[config.mk]
export PLATFORM = sky130hd
export DESIGN_NAME = seg_scan_driver
export DESIGN_NICKNAME = d
export VERILOG_FILES = /design/src/rtl/seg_scan_driver_pkg.sv /design/src/rtl/seg_scan_driver_hex7seg.sv /design/src/rtl/seg_scan_driver.sv
export SDC_FILE = /design/constraint.sdc
export NUM_CORES = 1
export LEC_CHECK = 0
export BUFFER_PORTS_ARGS = -buffer_cell sky130_fd_sc_hd__buf_2
export CAP_MARGIN = 20
export CORE_UTILIZATION = 30
export CTS_BUF_LIST = sky130_fd_sc_hd__clkbuf_4
export CTS_CLUSTER_DIAMETER = 50
export CTS_CLUSTER_SIZE = 8
export DETAILED_ROUTE_END_ITERATION = 8
export GPL_ROUTABILITY_DRIVEN = 0
export GPL_TIMING_DRIVEN = 0
export PLACE_DENSITY = 0.53
export SYNTH_ARGS = -nofsm -noshare
export SYNTH_HDL_FRONTEND = slang
export SYNTH_SLANG_ARGS = --single-unit
[constraint.sdc]
create_clock -name clk -period 3.4 [get_ports clk]
set_clock_uncertainty 0.05 [all_clocks]
set_input_delay 0.34 -clock clk [delete_from_list [all_inputs] [get_ports clk]]
set_output_delay 0.34 -clock clk [all_outputs]
set_load 0.05 [all_outputs]
[src/rtl/seg_scan_driver_pkg.sv]
// Shared types and constants for the 4-digit 7-segment scan driver.
// Glyphs are active-low {g,f,e,d,c,b,a}.
package seg_scan_driver_pkg;

   typedef enum logic {
      ST_BLANK = 1'b0,
      ST_SHOW  = 1'b1
   } scan_st_t;

   localparam logic [6:0] SEG_OFF = 7'h7F;
   localparam logic [3:0] AN_OFF  = 4'hF;

   // Index 0 is the rightmost entry
   localparam logic [15:0][6:0] HEX_GLYPH = {
      7'h0E, 7'h06, 7'h21, 7'h46,
      7'h03, 7'h08, 7'h10, 7'h00,
      7'h78, 7'h02, 7'h12, 7'h19,
      7'h30, 7'h24, 7'h79, 7'h40
   };

endpackage

[src/rtl/seg_scan_driver_hex7seg.sv]
// Combinational hex digit to active-low 7-segment decoder.
// Covers 0-9 and A-F.
module hex7seg
   import seg_scan_driver_pkg::*;
(
   input  logic [3:0] digit,
   output logic [6:0] seg
);

   assign seg = HEX_GLYPH[digit];

endmodule

[src/rtl/seg_scan_driver.sv]
// Time-multiplexed 4-digit 7-segment scan driver with per-slot blanking.
// Optional leading-zero suppression: define SEG_LEADING_ZERO_BLANK_EN.
module seg_scan_driver
   import seg_scan_driver_pkg::*;
#(
   parameter int CLK_DIV      = 50000,
   parameter int BLANK_CYCLES = 500,
   parameter int PWM_DUTY     = 0
)(
   input  logic       clk,
   input  logic       rst,
   input  logic [3:0] digit_res,
   input  logic [3:0] dp_mask,
   input  logic [3:0] blank_mask,
   output logic [1:0] sel,
   output logic [3:0] an,
   output logic [6:0] seg,
   output logic       dp,
   output logic       frame_tick
);

   localparam int CW = (CLK_DIV > 1) ? $clog2(CLK_DIV) : 1;

   if (CLK_DIV <= BLANK_CYCLES || BLANK_CYCLES < 2 || PWM_DUTY < 0)
   begin : g_bad_cfg
      $error("seg_scan_driver: invalid parameters");
   end

   logic [CW-1:0] cnt;
   scan_st_t      state;
   logic          last;
   logic          blank_end;
   logic [6:0]    glyph;
   logic          lz;

   assign last      = (cnt == CW'(CLK_DIV - 1));
   assign blank_end = (cnt == CW'(BLANK_CYCLES - 1));

   hex7seg u_dec (
      .digit (digit_res),
      .seg   (glyph)
   );

`ifdef SEG_LEADING_ZERO_BLANK_EN
   logic zero_run;
   logic zr;

   // Digit 3 opens a new frame, so the run restarts there
   assign zr = (sel == 2'd3) | zero_run;
   assign lz = zr & (digit_res == 4'd0) & (sel != 2'd0);

   always_ff @(posedge clk or posedge rst) begin
      if (rst) begin
         zero_run <= 1'b1;
      end else begin
         zero_run <= zr & (digit_res == 4'd0);
      end
   end
`else
   assign lz = 1'b0;
`endif

   always_ff @(posedge clk or posedge rst) begin
      if (rst) begin
         cnt        <= '0;
         sel        <= 2'd3;
         state      <= ST_BLANK;
         an         <= AN_OFF;
         frame_tick <= 1'b0;
      end else begin
         cnt        <= last ? '0 : cnt + 1'b1;
         frame_tick <= last && (sel == 2'd0);
         if (last) begin
            sel <= sel - 2'd1;
         end
         unique case (state)
            ST_BLANK: begin
               if (blank_end) begin
                  state <= ST_SHOW;
                  an    <= ~(4'b0001 << sel);
               end
            end
            ST_SHOW: begin
               if (last) begin
                  state <= ST_BLANK;
                  an    <= AN_OFF;
               end
            end
         endcase
      end
   end

   always_ff @(posedge clk or posedge rst) begin
      if (rst) begin
         seg <= SEG_OFF;
         dp  <= 1'b1;
      end else begin
         seg <= (blank_mask[sel] | lz) ? SEG_OFF : glyph;
         dp  <= blank_mask[sel] | ~dp_mask[sel];
      end
   end

endmodule

==> results.md, run 1 <==
- Final instance area: 2040 um2
- Crit share post-route: 0.622
- Wirelength, routed: 3.20 mm
- Root Buffer: clkbuf_4
- Lkg Pwr: 0.909 nW
- Clock Path Buffers: 2
- Final min period: 2.11 ns
- Synth area leader: dfrtp_1
- Global-route wire length before repair: 5.66 mm
- CP arrival: 2.30 ns
- Power Total: 761 uW
- Starting Density: 0.311
- Max Fclk: 473 MHz
- Sequential element share of the synthesized area: 0.478
- I/O Buffers: 28
- # Post-CTS Setup Buffers: 0
- Cells resized by post-CTS repair: 0
- Status: finished clean
- Final net count: 220
- Vias in the first global route: 1,210
- Clock transition at path regs: 0.11 ns
- Mapped Avg Cell Area: 10.9 um2
- Hold-fix buffers, CTS: 0
- Max-slew headroom: 0.543
- RSZ-0062 raised after global routing: false
- Die Wd: 77.5 um
- Min-delay worst type: in -> async
- Vias per std cell: 4.68
- Initial antenna violation count: 0
- Worst slew pin tran: 0.685 ns
- Max cap viols: 0
- Layout cells sized above 1: 0.314
- Tot GR Track Use: 0.121
- Io pins: 29
- Sink Count: 32
- Ys Warns: 0
- CTS H-tree lvls: 2
- Dpl hpwl: 2.31 mm
- Routed Antenna Nets: 0
- Final max-slew violation count: 0
- Core area: 5510 um2
- Diode count: 0
- P&R area growth vs syn: 19.5%
- Crit Path Class: reg -> reg
- Gate Count Post-Synth: 157
- DR pass1 iterations: 4
- Synth Cell Area: 1710 um2
- Wirelength per Cell: 12.0 um
- Placed Area: 1970 um2
- Die H: 77.5 um
- Most area-consuming cells after synthesis: dfrtp_1 (26%), dfstp_2 (22%), ha_1 (9.5%), xnor2_1 (4.1%), nor2_1 (3.1%)
- CP required: 3.59 ns
- Grt ovf: 0
- CP Max Fanout: 10
- DRC viols: 0
- Startpoint types: flip-flop
- Die area: 6010 um2
- Row cnt: 27
- Final Core Density: 0.371
- Cell variety after synth: 33
- TritonCTS clock tree: done
- Crit end category: flip-flop
- Total nets after synthesis: 184
- Final hold viol count: 0
- Setup tns final: 0 ns
- Worst-Skew Late Latency: 0.34 ns
- Share of the synthesized area in the top cell type: 0.263
- # setup viols final: 0
- Total CTS buffers: 5
- VDD IR max: 145 uV
- Power Density: 372 nW/um2
- Number of DRC markers in iteration 0: 59
- Largest net degree at the start of global routing: 18
- Register bit total from synthesis: 32
- Via count: 1,246
[power breakdown]
part	internal (mW)	switching [mW]	total [mW]	leakage [nW]
Sequential	0.393	0.00189	0.395	0.383
Combinational	0.0256	0.0562	0.0819	0.486
Clock	0.150	0.134	0.284	0.0403
Total	0.569	0.192	0.761	0.909
[final cells by class]
class                      instances  area [um2]
inverter                          11        41.3
clock inverter                     3        37.5
fill                             549        3460
clock buffer                       5        37.5
multi-input combinational        110         828
sequential                        32         818
buffer                             4        22.5
timing repair buffer              29         168
tap                               72        90.1
[through the flow]
step	instances	hold WS, ns	setup WS, ns
2_1_floorplan	157	0.396	1.46
3_3_place_gp	257	0.428	1.28
3_5_place_dp	258	0.427	1.29
4_1_cts	266	0.0645	1.27
5_1_grt	266	0.0899	1.15
6_report	266	0.0457	1.29
[cell usage after synthesis]
library cell	count
or4_4	1
o21bai_1	1
nor3_1	7
a211o_1	5
o21ai_0	8
nor2_2	1
nand4b_1	1
inv_1	11
or3_1	2
clkbuf_1	3
nand2_1	7
a311o_1	1
xnor2_1	8
and2_2	2
nand4_1	5
or4bb_1	1
ha_1	13
mux4_2	2
or4b_2	1
dfstp_2	14
nor4_1	2
or4b_1	1
mux2_2	1
a211oi_1	4
dfrtp_1	18
and2b_2	1
a21oi_1	7
nor2_1	14
nand3_1	5
nand2b_1	3
nor4_4	2
xor2_1	4
buf_6	1
[critical path, cell delays in order (launching register included)]
cell     delay (ns)
dfrtp_1        0.44
or4_4          0.59
nor4_4         0.63
nor2_2         0.04
mux2_2         0.27
[metal layers]
metal  global-route usage  part of all wire  vias to the layer above
met2                0.184              0.45                       23
li1                     -                 -                      626
met3               0.0388             0.039                        4
met4               0.0509             0.014                        0
met1                0.156              0.50                      593
met5                    0                 0                        -
[cell usage in the layout, fill, tap and decap left out, types with 2 or more instances in the layout]
cell / netlist / routed
buf_2: 0 / 28
dfrtp_1: 18 / 18
nor2_1: 14 / 14
dfstp_2: 14 / 14
ha_1: 13 / 13
inv_1: 11 / 11
xnor2_1: 8 / 8
o21ai_0: 8 / 8
a21oi_1: 7 / 7
nand2_1: 7 / 7
nor3_1: 7 / 7
nand4_1: 5 / 5
nand3_1: 5 / 5
a211o_1: 5 / 5
clkbuf_4: 0 / 5
a211oi_1: 4 / 4
xor2_1: 4 / 4
clkbuf_1: 3 / 3
nand2b_1: 3 / 3
nor4_4: 2 / 2
mux4_2: 2 / 2
nor4_1: 2 / 2
and2_2: 2 / 2
or3_1: 2 / 2
clkinv_1: 0 / 2
[cells by family (layout without fill, tap and decap cells)]
| family | Yosys count | count (layout) | synth area share |
|---|---|---|---|
| AO/OA/AOI/OAI | 26 | 26 | 0.0973 |
| AND/OR/NAND/NOR | 56 | 56 | 0.198 |
| multiplexers | 3 | 3 | 0.0329 |
| buffers and inverters | 15 | 52 | 0.0373 |
| XOR/XNOR | 12 | 12 | 0.0614 |
| flip-flops | 32 | 32 | 0.478 |
| adder cells (fa/ha/maj) | 13 | 13 | 0.0951 |
[state kept, by name (all words and copies together), names as in the netlist]
| name | flops |
|---|---|
| state | 1 |
| dp | 1 |
| an | 4 |
| sel | 2 |
| cnt | 16 |
| seg | 7 |
| frame_tick | 1 |
[path summary, 6_finish.rpt]
path                                    from       to  slack [ns]  cells after the start
worst max-delay path                 cnt[11]  cnt[14]        1.29                      4
worst min-delay path                     rst  cnt[10]        0.05                      2
worst max register to register       cnt[11]  cnt[14]        1.29                      4
worst min register to register        cnt[7]   cnt[7]        0.45                      1
max in group asynchronous                rst    an[1]        2.66                      3
min in group clk                digit_res[2]   seg[4]        0.26                      3
(Power assumes the default switching activity.)
==> run 2, diff against run 1 <==
--- a/config.mk
+++ b/config.mk
@@ -5,6 +5,7 @@
 export SDC_FILE = /design/constraint.sdc
 export NUM_CORES = 1
 export LEC_CHECK = 0
+export ABC_AREA = 1
 export BUFFER_PORTS_ARGS = -buffer_cell sky130_fd_sc_hd__buf_2
 export CAP_MARGIN = 20
 export CORE_UTILIZATION = 30
@@ -14,7 +15,7 @@
 export DETAILED_ROUTE_END_ITERATION = 8
 export GPL_ROUTABILITY_DRIVEN = 0
 export GPL_TIMING_DRIVEN = 0
-export PLACE_DENSITY = 0.53
+export PLACE_DENSITY = 0.54
 export SYNTH_ARGS = -nofsm -noshare
 export SYNTH_HDL_FRONTEND = slang
 export SYNTH_SLANG_ARGS = --single-unit
==> constraint.sdc (replaced) <==
create_clock -name clk -period 1.9 [get_ports clk]
set_clock_uncertainty 0.05 [all_clocks]
set_input_delay 0.19 -clock clk [delete_from_list [all_inputs] [get_ports clk]]
set_output_delay 0.19 -clock clk [all_outputs]
set_load 0.05 [all_outputs]
==> run 2 against run 1 <==
  * Non-clock buffer count down 2
  * Synthesized cell count rose by 51%
  * Critical path type is now reg -> out
  * Worst hold slack improved by 0.053 ns
  * Die area grew 11%
  * Total power is 64% higher
  * Largest cell class unchanged
  * Sequential power up 78%
==> results.md, run 2 <==
- Min-delay worst type: in -> reg
- Clock Path Buffers: 2
- Layout cells sized above 1: 0.269
- I/O Buffers: 28
- VDD IR max: 221 uV
- Die H: 81.7 um
- Vias in the first global route: 1,454
- Cell Count Post-Placement: 341
- Die Wd: 81.7 um
- Wirelength per Cell: 10.2 um
- Initial antenna violation count: 0
- Commonest non-fill, non-tap cell in the layout: nand2_1
- Grt ovf: 0
- Post-route insts no fill: 350
- Routed Antenna Nets: 0
- Setup ws final: 0.417 ns
- Ys Warns: 0
- Total nets after synthesis: 264
- # setup viols final: 0
- Row cnt: 28
- Power Density: 557 nW/um2
- Total CTS buffers: 5
- Dpl hpwl: 2.81 mm
- Max Fclk: 674 MHz
- CP arrival: 1.24 ns
- CP Max Fanout: 8
- Io pins: 29
- Gate Count Post-Synth: 237
- DR pass1 iterations: 4
- Diode count: 0
- Asr flop ratio synth: 1.00
- Worst-Skew Late Latency: 0.34 ns
- Worst slew pin tran: 0.653 ns
- Final min period: 1.48 ns
- Via count: 1,533
- Most flops, register: cnt
- WP buf/inv: 1
- Most common cell in the netlist: nand2_1
- Crit Path Class: reg -> out
- Synth Cell Area: 1910 um2
- Cells resized by post-CTS repair: 0
- CP top delay family: flip-flops
- CP required: 1.66 ns
- Most area-consuming cells after synthesis: dfrtp_1 (24%), dfstp_2 (19%), nand2_1 (11%), ha_1 (8.5%), inv_1 (6.1%)
- Clock transition at path regs: 0.11 ns
- Crit share post-route: 0.781
- Mapped Avg Cell Area: 8.04 um2
- Max reg flops: 16
- Final hold viol count: 0
- Startpoint types: flip-flop
- Top_reg_cell synth: dfrtp_1
- Placed Area: 2170 um2
- DRC viols: 0
- Global-route wire length before repair: 6.22 mm
- Lkg Pwr: 1.10 nW
- Vias per std cell: 4.38
- Crit end category: output pin
- Power Total: 1.25 mW
- Max-slew headroom: 0.564
- Starting Density: 0.316
- TritonCTS clock tree: done
- Largest net degree at the start of global routing: 19
- Biggest regs: cnt (16), seg (7), an (4)
- Sequential element share of the synthesized area: 0.429
- CTS H-tree lvls: 2
- Post-synth EDFFs: 0
- Tot GR Track Use: 0.124
- Die area: 6670 um2
- Max cap viols: 0
- Sink Count: 32
- Final net count: 301
- Setup tns final: 0 ns
- Share of the synthesized area in the top cell type: 0.236
- Dpl ws: 0.456 ns
- Worst path slowest cell: dfstp_2
- Synth area leader: dfrtp_1
- CP peak stage delay: 0.62 ns
- Final max-slew violation count: 0
- Number of DRC markers in iteration 0: 62
- Wirelength, routed: 3.58 mm
- RSZ-0062 raised after global routing: false
- Final instance area: 2230 um2
- P&R area growth vs syn: 17.2%
- Register bit total from synthesis: 32
- Root Buffer: clkbuf_4
- Cell variety after synth: 27
- Status: finished clean
- Core area: 6030 um2
- Post-synth top cells: nand2_1 (55), inv_1 (31), nor2_1 (23), dfrtp_1 (18), o21ai_0 (17)
- Commonest cells after routing, fill and taps aside: nand2_1 (55), inv_1 (31), buf_2 (29)
- Cell Chain, Critical Path: buf_2
[run 2: timing repair]
item,CTS,global route
endpoints found under the hold margin,12,0
setup buffers,0,0
hold buffers,1,0
[run 2: layout make-up]
cell class,count,area [um2]
Clock buffer,7,52.6
Clock inverter,1,3.75
Multi-Input combinational cell,171,958
Buffer,1,5.00
Timing Repair Buffer,30,178
Sequential cell,32,818
Fill cell,654,3790
Tap cell,75,93.8
Inverter,33,124
[run 2: cell families after synthesis]
logic type | after synthesis | synth area share
buffers and inverters | 34 | 0.0676
xor gates and xnor gates | 5 | 0.0230
DFF | 32 | 0.429
and+or+nand+nor | 122 | 0.310
adders and majority gates | 13 | 0.0854
AOI/OAI and AO/OA | 31 | 0.0847
[run 2: report_power, final]
part           leakage (nW)  total (mW)  internal (mW)  switching [mW]
Clock                0.0338       0.399          0.171           0.228
Sequential            0.383       0.705          0.703         0.00257
Combinational         0.688       0.141         0.0423          0.0989
[run 2: through the flow]
stage | hold slack (ns) | utilization
3_5_place_dp | 0.273 | 0.360
5_1_grt | 0.108 | 0.371
3_3_place_gp | 0.426 | 0.355
4_1_cts | 0.0809 | 0.371
6_report | 0.0987 | 0.371
2_1_floorplan | 0.246 | -
[run 2: layer usage]
layer	up-vias	wire, um	GRT usage
li1	821	-	-
met1	685	1760	0.156
met2	19	1650	0.194
met3	8	80	0.0267
met4	0	90	0.0737
met5	-	0	0
[run 2: worst paths after layout]
check | end | depth (start not counted) | from | slack, ns
max in group asynchronous | dp | 4 | rst | 0.77
worst max-delay path | sel[0] | 1 | sel[0] | 0.42
worst max register to register | cnt[9] | 6 | cnt[0] | 0.48
worst min-delay path | dp | 4 | dp_mask[0] | 0.1
worst min register to register | an[2] | 2 | an[2] | 0.44
min in group asynchronous | cnt[4] | 3 | rst | 0.42
